===== src/rtl/wb_mux_reg.sv =====
// wb_mux_reg: registered Wishbone B3 classic 1-to-N address decoder/mux with
// unmapped-address error, slave-response watchdog and master-abort handling.
// Ports:
//   clk, rst            clock, asynchronous active-low reset
//   wbm_*               master-side port (one request in flight at a time)
//   wbs_*_o / wbs_*_i   per-slave ports, slice i belongs to slave i
//   wbs_addr, _msk      per-slave base address and decode mask (quasi-static)
module wb_mux_reg #(
    parameter int DATA_WIDTH   = 32,
    parameter int ADDR_WIDTH   = 32,
    parameter int SELECT_WIDTH = DATA_WIDTH / 8,
    parameter int SLAVE_COUNT  = 4,
    parameter int TIMEOUT      = 255
) (
    input  logic                                clk,
    input  logic                                rst,
    input  logic [ADDR_WIDTH-1:0]               wbm_adr_i,
    input  logic [DATA_WIDTH-1:0]               wbm_dat_i,
    output logic [DATA_WIDTH-1:0]               wbm_dat_o,
    input  logic                                wbm_we_i,
    input  logic [SELECT_WIDTH-1:0]             wbm_sel_i,
    input  logic                                wbm_stb_i,
    input  logic                                wbm_cyc_i,
    output logic                                wbm_ack_o,
    output logic                                wbm_err_o,
    output logic                                wbm_rty_o,
    output logic [SLAVE_COUNT*ADDR_WIDTH-1:0]   wbs_adr_o,
    input  logic [SLAVE_COUNT*DATA_WIDTH-1:0]   wbs_dat_i,
    output logic [SLAVE_COUNT*DATA_WIDTH-1:0]   wbs_dat_o,
    output logic [SLAVE_COUNT-1:0]              wbs_we_o,
    output logic [SLAVE_COUNT*SELECT_WIDTH-1:0] wbs_sel_o,
    output logic [SLAVE_COUNT-1:0]              wbs_stb_o,
    output logic [SLAVE_COUNT-1:0]              wbs_cyc_o,
    input  logic [SLAVE_COUNT-1:0]              wbs_ack_i,
    input  logic [SLAVE_COUNT-1:0]              wbs_err_i,
    input  logic [SLAVE_COUNT-1:0]              wbs_rty_i,
    input  logic [SLAVE_COUNT*ADDR_WIDTH-1:0]   wbs_addr,
    input  logic [SLAVE_COUNT*ADDR_WIDTH-1:0]   wbs_addr_msk
);
    localparam int CW = (TIMEOUT > 0) ? $clog2(TIMEOUT + 1) : 1;
    localparam int IW = (SLAVE_COUNT > 1) ? $clog2(SLAVE_COUNT) : 1;

    typedef enum logic [1:0] {IDLE, ACTIVE, RESP} state_t;

    state_t        state_q;
    logic [CW-1:0] cnt_q;
    logic [IW-1:0] idx_q;
    logic          hit;
    logic [IW-1:0] hit_idx;
    logic          s_ack;
    logic          s_err;
    logic          s_rty;

    // Scan from the top down so the lowest matching slave is the last written.
    always_comb begin
        hit     = 1'b0;
        hit_idx = '0;
        for (int i = SLAVE_COUNT - 1; i >= 0; i--) begin
            if (((wbm_adr_i ^ wbs_addr[i*ADDR_WIDTH +: ADDR_WIDTH]) & wbs_addr_msk[i*ADDR_WIDTH +: ADDR_WIDTH]) == '0) begin
                hit     = 1'b1;
                hit_idx = IW'(i);
            end
        end
    end

    assign s_ack = wbs_ack_i[idx_q];
    assign s_err = wbs_err_i[idx_q];
    assign s_rty = wbs_rty_i[idx_q];

    always_ff @(posedge clk or negedge rst) begin
        if (!rst) begin
            state_q   <= IDLE;
            cnt_q     <= '0;
            idx_q     <= '0;
            wbm_dat_o <= '0;
            wbm_ack_o <= 1'b0;
            wbm_err_o <= 1'b0;
            wbm_rty_o <= 1'b0;
            wbs_adr_o <= '0;
            wbs_dat_o <= '0;
            wbs_we_o  <= '0;
            wbs_sel_o <= '0;
            wbs_stb_o <= '0;
            wbs_cyc_o <= '0;
        end else begin
            // Terminations are single-cycle pulses unless re-armed below.
            wbm_ack_o <= 1'b0;
            wbm_err_o <= 1'b0;
            wbm_rty_o <= 1'b0;
            case (state_q)
                IDLE: begin
                    if (wbm_cyc_i && wbm_stb_i) begin
                        if (hit) begin
                            // Data lines fan out to every slave; only stb/cyc select one.
                            wbs_adr_o <= {SLAVE_COUNT{wbm_adr_i}};
                            wbs_dat_o <= {SLAVE_COUNT{wbm_dat_i}};
                            wbs_we_o  <= {SLAVE_COUNT{wbm_we_i}};
                            wbs_sel_o <= {SLAVE_COUNT{wbm_sel_i}};
                            wbs_stb_o <= SLAVE_COUNT'(1) << hit_idx;
                            wbs_cyc_o <= SLAVE_COUNT'(1) << hit_idx;
                            idx_q     <= hit_idx;
                            cnt_q     <= '0;
                            state_q   <= ACTIVE;
                        end else begin
                            wbm_err_o <= 1'b1;
                            state_q   <= RESP;
                        end
                    end
                end
                ACTIVE: begin
                    if (!wbm_cyc_i) begin
                        // Master abort: any response arriving now is dropped.
                        wbs_stb_o <= '0;
                        wbs_cyc_o <= '0;
                        state_q   <= IDLE;
                    end else if (s_ack || s_err || s_rty) begin
                        wbm_err_o <= s_err;
                        wbm_rty_o <= !s_err && s_rty;
                        wbm_ack_o <= !s_err && !s_rty;
                        if (!s_err && !s_rty)
                            wbm_dat_o <= wbs_dat_i[idx_q*DATA_WIDTH +: DATA_WIDTH];
                        wbs_stb_o <= '0;
                        wbs_cyc_o <= '0;
                        state_q   <= RESP;
                    end else if (TIMEOUT != 0 && cnt_q == CW'(TIMEOUT - 1)) begin
                        wbm_err_o <= 1'b1;
                        wbs_stb_o <= '0;
                        wbs_cyc_o <= '0;
                        state_q   <= RESP;
                    end else begin
                        cnt_q <= cnt_q + CW'(1);
                    end
                end
                RESP:    state_q <= IDLE;
                default: state_q <= IDLE;
            endcase
        end
    end
endmodule

===== config.mk =====
export PLATFORM = sky130hd
export DESIGN_NAME = wb_mux_reg
export DESIGN_NICKNAME = d
export VERILOG_FILES = /design/src/rtl/wb_mux_reg.sv
export SDC_FILE = /design/constraint.sdc
export NUM_CORES = 1
export LEC_CHECK = 0
export BUFFER_PORTS_ARGS = -buffer_cell sky130_fd_sc_hd__buf_4
export CORE_AREA = 8 8 302 304
export CTS_BUF_LIST = sky130_fd_sc_hd__clkbuf_4 sky130_fd_sc_hd__clkbuf_8 sky130_fd_sc_hd__clkbuf_16
export CTS_CLUSTER_SIZE = 24
export DETAILED_ROUTE_END_ITERATION = 7
export DIE_AREA = 0 0 310 312
export PLACE_DENSITY = 0.4
export SLEW_MARGIN = 10
export SYNTH_ARGS = -nofsm -noshare
export SYNTH_HDL_FRONTEND = slang
export SYNTH_SLANG_ARGS = --single-unit

===== constraint.sdc =====
create_clock -name clk -period 2.3 [get_ports clk]
set_input_delay 0.46 -clock clk [delete_from_list [all_inputs] [get_ports clk]]
set_output_delay 0.46 -clock clk [all_outputs]
set_load 0.01 [all_outputs]

Word-level counts from Yosys, hierarchy flattened
Index checks and enable logic that the tools add are counted.
- flip-flop bits (word level): 324
- input port bits: 469
- output and inout port bits: 319
- word-level logic and storage cells: 94
- add/subtract/negate cells: 1
- magnitude comparators: 1
- equal/unequal tests: 8
- shift-type cells: 2
- mux-type cells: 44
- bitwise operators: 8
- reductions and logical operators: 18
- operators with widths (operator ; count):
    32-bit bitwise AND ; 4
    32-bit logical NOT ; 4
    128-bit by 8-bit indexed part select with 32-bit output ; 1
    32-bit bitwise XOR ; 4
    8-bit two-way mux ; 5
    4-bit two-way mux ; 5
    1-bit two-way mux ; 18
    2-bit two-way mux ; 9
    8-bit one-hot mux with 2 select lines ; 1
    2-bit != test, second input constant ; 5
    8-bit by 1-bit adder with 8-bit output, second input constant ; 1
    8-bit == test, second input constant ; 1
    4-bit one-hot mux with 2 select lines ; 1
    4-bit AND reduction ; 2
    1-bit binary-select mux with 2-bit select ; 3
    6-bit AND reduction ; 1
    4-bit != test, second input constant ; 1
    2-bit one-hot mux with 2 select lines ; 1
    1-bit by 2-bit left shift with 4-bit output, first input constant ; 1
    1-bit logical AND ; 3
    2-bit by 3-bit less-than comparator with 1-bit output, second input constant ; 1
    3-bit AND reduction ; 1
    2-bit by 1-bit == test with 1-bit output, second input constant ; 1
    1-bit logical NOT ; 2
    other kinds (5) ; 6

Longest topological paths before layout
Gate-level depths: netlist of run 1.
- depth in word-level cells: 11
- mapped depth: 10
- gate-level depth less buffers: 8

Worst setup path before layout of run 1
OpenSTA, ideal clock, no wires.
- path kind: input port to flip-flop
- start: input port wbm_adr_i[28]
- end: register idx_q[0]
- setup time: 0.125 ns
- arrival time: 2.257 ns
- required time: 2.175 ns
- setup slack: -0.082 ns
- cell stages on the path: 9
- path buffers: 3
- cell sequence: buf_2 -> xor2_1 -> a22oi_1 -> nand4_1 -> nor4_2 -> o41a_2 -> buf_12 -> buf_12 -> mux2_4
- word-level cells in the longest chain between the ends: 8
- elaborated cells between the ends (all ways): 21
- classes of those cells: mux: 8; bitwise: 8; reduce/logical: 5
- ends and longest elaborated chain (item ; RTL line ; RTL):
    start: declaration ; 17 ; input logic [ADDR_WIDTH-1:0] wbm_adr_i,
    32-bit bitwise XOR ; 59 ; if (((wbm_adr_i ^ wbs_addr[i*ADDR_WIDTH +: ADDR_WIDTH]) & wbs_addr_msk[i*ADDR_WIDTH +: ADDR_WIDTH]) == '0) beg ...
    32-bit bitwise AND ; 59 ;
    32-bit logical NOT ; 59 ;
    1-bit two-way mux (4 in a row) ; 59 ;
    3-bit AND reduction (no line) ; - ;
    end signal: assignment ; 101 ; idx_q <= hit_idx;
    end: declaration ; 47 ; logic [IW-1:0] idx_q;
Several ways; a longest one is shown, not always the timed one.
A chain may end at the register's enable or synchronous reset.

Final worst setup path of run 1
- start: input port wbm_adr_i[31]
- end: register wbs_dat_o[107]
- word-level cells in the longest chain between the ends: 8
- elaborated cells between the ends (all ways): 17
- classes of those cells: mux: 4; bitwise: 8; reduce/logical: 5
- ends and longest elaborated chain (item ; RTL line ; RTL):
    32-bit bitwise XOR ; 59 ;
    32-bit bitwise AND ; 59 ;
    32-bit logical NOT ; 59 ;
    1-bit two-way mux (3 in a row) ; 59 ;
    1-bit two-way mux (*) ; 59 ;
    3-bit AND reduction (no line) (*) ; - ;
    end signal: assignment ; 96 ; wbs_dat_o <= {SLAVE_COUNT{wbm_dat_i}};
    end: declaration ; 29 ; output logic [SLAVE_COUNT*DATA_WIDTH-1:0] wbs_dat_o,
Every way passes the cells marked *; elsewhere a longest branch is shown, timed or not.

==> results of run 1 <==
-- cell usage after synthesis (2+ instances only) --
cell type | n | area [sq um]
sky130_fd_sc_hd__a21oi_1 | 2 | 10.0
sky130_fd_sc_hd__mux2_4 | 70 | 1050
sky130_fd_sc_hd__nor2b_1 | 2 | 12.5
sky130_fd_sc_hd__nor3_1 | 5 | 25.0
sky130_fd_sc_hd__nand4_1 | 16 | 100
sky130_fd_sc_hd__xor2_1 | 128 | 1120
sky130_fd_sc_hd__mux2_2 | 32 | 360
sky130_fd_sc_hd__nand3_1 | 5 | 25.0
sky130_fd_sc_hd__mux4_2 | 35 | 788
sky130_fd_sc_hd__inv_1 | 3 | 11.3
sky130_fd_sc_hd__clkbuf_2 | 2 | 10.0
sky130_fd_sc_hd__and4_1 | 2 | 17.5
sky130_fd_sc_hd__nor4_1 | 2 | 12.5
sky130_fd_sc_hd__buf_6 | 8 | 90.1
sky130_fd_sc_hd__buf_12 | 9 | 180
sky130_fd_sc_hd__o21ai_0 | 7 | 35.0
sky130_fd_sc_hd__a31oi_1 | 5 | 31.3
sky130_fd_sc_hd__nand2_1 | 14 | 52.6
sky130_fd_sc_hd__dfrtp_1 | 120 | 3000
sky130_fd_sc_hd__buf_2 | 26 | 130
sky130_fd_sc_hd__ha_1 | 2 | 25.0
sky130_fd_sc_hd__nor3b_1 | 3 | 22.5
sky130_fd_sc_hd__clkbuf_1 | 7 | 26.3
sky130_fd_sc_hd__buf_4 | 213 | 1600
sky130_fd_sc_hd__nor2_1 | 6 | 22.5
sky130_fd_sc_hd__a22oi_1 | 64 | 480
sky130_fd_sc_hd__nor4_2 | 2 | 25.0
-- what timing repair did --
action                                  CTS  global route
gates cloned                              3             0
gates resized for setup                  41            34
hold buffers                              1             0
endpoints found under the setup margin   86            84
pin swaps                                17            22
setup buffers                            13             9
endpoints found under the hold margin    34             0
-- path summary, 6_finish.rpt --
check                                      end  slack (ps)
worst max-delay path            wbs_dat_o[107]        -210
worst min-delay path            wbs_dat_o[109]         220
worst max register to register   wbm_dat_o[13]          60
worst min register to register      state_q[1]         480
max in group asynchronous        wbm_dat_o[26]        1160
min in group asynchronous       wbs_adr_o[101]         520
-- per-layer routing --
layer	vias to the layer above	track usage [%]	wire length, um
li1	3976	-	-
met1	4301	12.9	22500
met2	451	21.0	30600
met3	60	3.69	4920
met4	4	4.17	1580
met5	-	0	23
-- state kept, by name, indices dropped and copies added (netlist names) --
name       flops
cnt_q          8
idx_q          2
state_q        2
wbm_ack_o      1
wbm_dat_o     32
wbm_err_o      1
wbm_rty_o      1
wbs_adr_o     32
wbs_cyc_o      4
wbs_dat_o     32
wbs_sel_o      4
wbs_we_o       1
-- power breakdown --
part | internal [W] | leakage [nW] | switching, W
clock | 0.00173 | 0.297 | 0.00121
combinational | 0.000929 | 6.44 | 0.000639
sequential | 0.00212 | 1.67 | 0.0000243
-- cell type report --
cell class / instances / area (sq um) / area share [%]
Timing Repair Buffer: 912 / 7250 / 42.8
Multi-Input combinational cell: 421 / 4620 / 27.2
Sequential cell: 120 / 3010 / 17.7
Tap cell: 1155 / 1450 / 8.53
Clock buffer: 17 / 425 / 2.51
Clock inverter: 15 / 188 / 1.11
Antenna cell: 5 / 12.5 / 0.0738
Inverter: 3 / 11.3 / 0.0664
-- worst register-to-register path: cells and delay by family (launching register included) --
kind	cells	cell delay, ps
simple gates	1	300
buf+inv	2	430
flops	1	440
mux	2	970
-- cells by family (layout without fill, tap and decap cells) --
kind of cell / Yosys count / after routing / share of synthesized area [%]
AO/OA/AOI/OAI: 88 / 88 / 6.85
XOR/XNOR: 128 / 128 / 11.9
adder cells (fa/ha/maj): 2 / 2 / 0.265
buffers and inverters: 268 / 947 / 21.7
flip-flops: 120 / 120 / 31.8
multiplexers: 138 / 138 / 23.4
other: 0 / 5 / 0
AND/OR/NAND/NOR: 65 / 65 / 4.16
-- metrics by stage --
step                hold slack [ps]  cells  setup TNS, ps  worst slack, ps  cell area, sq um
floorplan                       164    809              0            0.152              9500
CTS                             156   2635         -10210             -231             16700
global placement                457   2589        -118550            -1460             15700
finish                          218   2648          -9750             -212             17000
detailed placement              464   2589        -118740            -1460             15700
global route                    175   2644         -14930             -281             16900
==> impl_metrics.env, run 1 <==
export IMPL_cts_path_max_buffers=2
export IMPL_hold_path_class="primary input to flip-flop"
export IMPL_run_status="finished with violations"
export IMPL_async_flop_share_pct=100
export IMPL_cts_root_buffer_cell="sky130_fd_sc_hd__clkbuf_16"
export IMPL_grt_first_pass_wirelength_um=78500
export IMPL_max_clock_freq_ghz=0.398
export IMPL_grt_antenna_before_repair=12
export IMPL_pwr_dens_mw_per_mm2=393
export IMPL_ys_flop_type="sky130_fd_sc_hd__dfrtp_1"
export IMPL_holdPathStages=2
export IMPL_flip_flop_and_latch_count_after_synthesis=120
export IMPL_syn_num_nets=1280
export IMPL_power_leakage_nw=8.41
export IMPL_finClkSkew_ps=20.8
export IMPL_max_slew_margin_pct=60.7
export IMPL_chipHeight_um=312
export IMPL_syn_area_sq_mm=0.00945
export IMPL_timing_final_ws_setup_ps=-212
export IMPL_detail_route_wirelength_um=59600
export IMPL_synth_seq_area_share_pct=31.8
export IMPL_drt_initial_drc_count=328
export IMPL_most_common_cell_after_layout_fill_and_taps_aside="sky130_fd_sc_hd__buf_4"
export IMPL_cp_start_kind="primary input"
export IMPL_yosys_cell_types_count=46
export IMPL_critPathSlowestCell="sky130_fd_sc_hd__nor4_4"
export IMPL_timing_critical_path_fanout_max=5
export IMPL_hold_violation_count_in_the_final_report=0
export IMPL_worst_path_cell_trace="buf_4 > buf_4 > xor2_1 > a22oi_1 > nand4_1 > buf_6 > nor4_4 > o41a_4 > buf_12 > buf_12 > buf_12 > buf_8 > mux2_4"
export IMPL_number_of_cts_inserted_buffers=17
export IMPL_detailroute_via_count=8792
export IMPL_edff_count_synth=0
export IMPL_clk_insertion_delay_late_ps=470
export IMPL_flow_area_growth_from_synthesis_pct=79.5
export IMPL_grt_start_max_net_pins=41
export IMPL_io_pin_count=788
export IMPL_cts_htree_levels=4
export IMPL_ir_drop_mv=0.435
export IMPL_via_count_of_the_first_global_routing_pass=9856
export IMPL_layout_cells_most_common_list="sky130_fd_sc_hd__buf_4 (867), sky130_fd_sc_hd__xor2_1 (118), sky130_fd_sc_hd__dfrtp_1 (118), sky130_fd_sc_hd__mux2_4 (70), sky130_fd_sc_hd__a22oi_1 (51)"
export IMPL_crit_path_max_incr_delay_ps=340
export IMPL_drc_viols=0
export IMPL_worstMarginPinSlew_ps=590
export IMPL_dp_final_hpwl_um=51900
export IMPL_finish_net_count=1946
export IMPL_critPathMostFrequentCell="sky130_fd_sc_hd__buf_12"
export IMPL_hold_path_startpoint="wbm_dat_i[13]"
export IMPL_placementRows=108
export IMPL_rsz0062_at_grt="yes"
export IMPL_timing_rr_start="idx_q[0]"
export IMPL_number_of_filler_instances_in_the_final_layout=9537
export IMPL_core_sq_mm=0.0862
export IMPL_globalRouteTotalUtil_pct=11.7
export IMPL_violations="negative setup slack"
export IMPL_starting_density_of_the_core_pct=11.0
export IMPL_cts_sinks=120
export IMPL_cp_arrival_ps=2860
export IMPL_gp_routability_congestion=0.933
export IMPL_startpoint="wbm_adr_i[31]"
export IMPL_timing_critical_path_depth=13
export IMPL_finalCriticalPeriod_ps=2510
export IMPL_yosysWarningCount=0
export IMPL_power_w=0.00665
export IMPL_gate_family_responsible_for_the_most_delay_along_the_worst_path="buffers and inverters"
export IMPL_routed_via_density=3.32
export IMPL_setup_viol=75
export IMPL_critPathCaptureType="flip-flop"
export IMPL_syn_inst=809
export IMPL_r2r_worst_path_cells=5
export IMPL_final_cell_utilization_of_the_core_pct=19.7
export IMPL_criticalPathCategory="primary input to flip-flop"
export IMPL_timing_max_cap_violations=0
export IMPL_min_period_over_period_pct=109
export IMPL_cp_required_ps=2650
export IMPL_avgSynthCellArea_sq_um=11.7
export IMPL_cts_tree="yes"
export IMPL_global_route_overflow_total=0
export IMPL_drive_gt1_share_pct=75.0
export IMPL_critical_path_n_buffers_inverters=7
export IMPL_die_footprint_sq_mm=0.0967
export IMPL_die_width_um=310
export IMPL_final_max_slew_violation_count=0
export IMPL_antenna_violating_nets_post_route=0
export IMPL_wl_per_cell_um=22.5
export IMPL_place_port_buffers=787
export IMPL_clkTransAtPathRegs_ps=70
export IMPL_first_pass_iters=4
No activity file was read; power rests on OpenSTA's default activity.
==> run 2, diff against run 1 <==
==> constraint.sdc (replaced) <==
create_clock -name clk -period 2.3 [get_ports clk]
set_input_delay 0.69 -clock clk [delete_from_list [all_inputs] [get_ports clk]]
set_output_delay 0.69 -clock clk [all_outputs]
set_load 0.01 [all_outputs]
==> impl_metrics.env, run 2 (synthesis gave the netlist of run 1 again) <==
export IMPL_reg_largest_list="wbm_dat_o x32, wbs_adr_o x32, wbs_dat_o x32"
export IMPL_ctsHoldBuffers=0
export IMPL_cp_required_ps=2650
export IMPL_grt_first_pass_wirelength_um=77500
export IMPL_most_common_cell_after_layout_fill_and_taps_aside="sky130_fd_sc_hd__buf_4"
export IMPL_placementRows=108
export IMPL_gp_routability_congestion=0.905
export IMPL_cts_sinks=120
export IMPL_setup_viol=83
export IMPL_starting_density_of_the_core_pct=11.0
export IMPL_dp_final_hpwl_um=50700
export IMPL_finalSetupTns_ps=-24920
export IMPL_max_slew_margin_pct=58.2
export IMPL_final_max_slew_violation_count=0
export IMPL_critPathCaptureType="flip-flop"
export IMPL_route_met3_wl_um=4200
export IMPL_detailroute_via_count=8762
export IMPL_power_leakage_nw=8.37
export IMPL_cts_path_max_buffers=2
export IMPL_finalCriticalPeriod_ps=2660
export IMPL_finish_net_count=1936
export IMPL_global_route_overflow_total=0
export IMPL_timing_final_ws_setup_ps=-363
export IMPL_first_pass_iters=4
export IMPL_cts_root_buffer_cell="sky130_fd_sc_hd__clkbuf_16"
export IMPL_cts_tree="yes"
export IMPL_wl_per_cell_um=22.3
export IMPL_via_count_of_the_first_global_routing_pass=9977
export IMPL_core_sq_mm=0.0862
export IMPL_clk_insertion_delay_late_ps=470
export IMPL_chipHeight_um=312
export IMPL_die_footprint_sq_mm=0.0967
export IMPL_hold_path_class="primary input to asynchronous set/reset pin"
export IMPL_grt_start_max_net_pins=55
export IMPL_max_clock_freq_ghz=0.376
export IMPL_crit_path_max_incr_delay_ps=380
export IMPL_number_of_cts_inserted_buffers=17
export IMPL_timing_hold_ws_ps=222
export IMPL_worstMarginPinSlew_ps=627
export IMPL_gate_family_responsible_for_the_most_delay_along_the_worst_path="buffers and inverters"
export IMPL_timing_critical_path_fanout_max=8
export IMPL_dp_cells=2581
export IMPL_io_pin_count=788
export IMPL_detail_route_wirelength_um=58800
export IMPL_rsz0062_at_grt="yes"
export IMPL_wirelength_met1_um=23900
export IMPL_place_port_buffers=787
export IMPL_cp_start_kind="primary input"
export IMPL_criticalPathCategory="primary input to flip-flop"
export IMPL_violations="negative setup slack"
export IMPL_hold_violation_count_in_the_final_report=0
export IMPL_timing_max_cap_violations=0
export IMPL_antenna_violating_nets_post_route=0
export IMPL_ir_drop_mv=0.490
export IMPL_routed_via_density=3.33
export IMPL_cp_arrival_ps=3010
export IMPL_globalRouteTotalUtil_pct=11.4
export IMPL_pwr_dens_mw_per_mm2=389
export IMPL_drc_viols=0
export IMPL_run_status="finished with violations"
export IMPL_drt_initial_drc_count=232
export IMPL_cts_htree_levels=4
export IMPL_critPathSlowestCell="sky130_fd_sc_hd__a22oi_2"
export IMPL_clkTransAtPathRegs_ps=70
export IMPL_routed_wl_met2_um=29100
export IMPL_flow_area_growth_from_synthesis_pct=79.8
export IMPL_layout_cells_most_common_list="sky130_fd_sc_hd__buf_4 (858), sky130_fd_sc_hd__xor2_1 (119), sky130_fd_sc_hd__dfrtp_1 (118), sky130_fd_sc_hd__mux2_4 (70), sky130_fd_sc_hd__a22oi_1 (46)"
export IMPL_min_period_over_period_pct=116
export IMPL_number_of_filler_instances_in_the_final_layout=9529
export IMPL_stdcell_count=2632
export IMPL_worst_path_cell_trace="buf_8 > buf_6 > xor2_2 > a22oi_2 > nand4_1 > buf_4 > nor4_4 > o41a_4 > buf_12 > clkbuf_16 > mux2_4"
export IMPL_die_width_um=310
export IMPL_finClkSkew_ps=13.0
export IMPL_topRoutingLayerUsed="met5"
export IMPL_critical_path_n_buffers_inverters=5
export IMPL_drive_gt1_share_pct=75.7
export IMPL_grt_antenna_before_repair=4
[run 2: changes by cell type in the layout (fill, tap and decap cells not counted), sizes merged]
cell	previous run	this run
clkbuf	17	23
buf	911	899
bufinv	3	2
dlygate4sd3	1	0
clkinvlp	2	4
diode	5	1
inv	10	4
[run 2: final cells by class]
cell class	count	area (sq um)	area share, %
Timing Repair Buffer	902	7250	42.7
Multi-Input combinational cell	421	4680	27.6
Sequential cell	120	3010	17.7
Tap cell	1155	1450	8.51
Clock buffer	20	467	2.75
Clock inverter	10	121	0.715
Inverter	3	11.3	0.0663
Antenna cell	1	2.50	0.0147
[run 2: final timing paths]
check	start	end	slack (ps)	depth (start not counted)
hold reg to reg	state_q[1]	state_q[1]	480	1
min in group clk	wbm_dat_i[12]	wbs_dat_o[108]	450	2
max in group asynchronous	rst	wbs_adr_o[122]	1470	2
setup / recovery	wbm_adr_i[13]	wbs_dat_o[116]	-360	11
hold / removal	rst	wbm_dat_o[7]	220	1
setup reg to reg	idx_q[0]	cnt_q[4]	60	8
[run 2: stage by stage]
stage	total power [W]	utilization, %	setup WS, ps	area, sq um
floorplan	0.00264	-	-208	9560
global placement	0.00378	18.2	-1260	15700
detailed placement	0.00379	18.2	-1280	15700
CTS	0.00683	19.5	-349	16800
global route	0.00697	19.7	-438	17000
finish	0.00661	19.7	-363	17000
[run 2: where the power goes]
part | internal [W] | switching, W | total (W)
logic | 0.000965 | 0.000671 | 0.00164
clock network | 0.00167 | 0.00116 | 0.00283
registers | 0.00212 | 0.0000229 | 0.00215
total | 0.00476 | 0.00185 | 0.00661
[run 2: repair_timing]
action                     4_1_cts  5_1_grt
setup endpoints to repair       86       86
cloned                           4        3
resized for setup               55       32
pin swaps                       16       31
setup buffers                   13        3
[run 2: layer usage]
layer	up-vias	GRT usage (%)
met4	8	3.93
met1	4290	13.4
met2	455	19.8
li1	3955	-
met3	54	3.26
met5	-	0
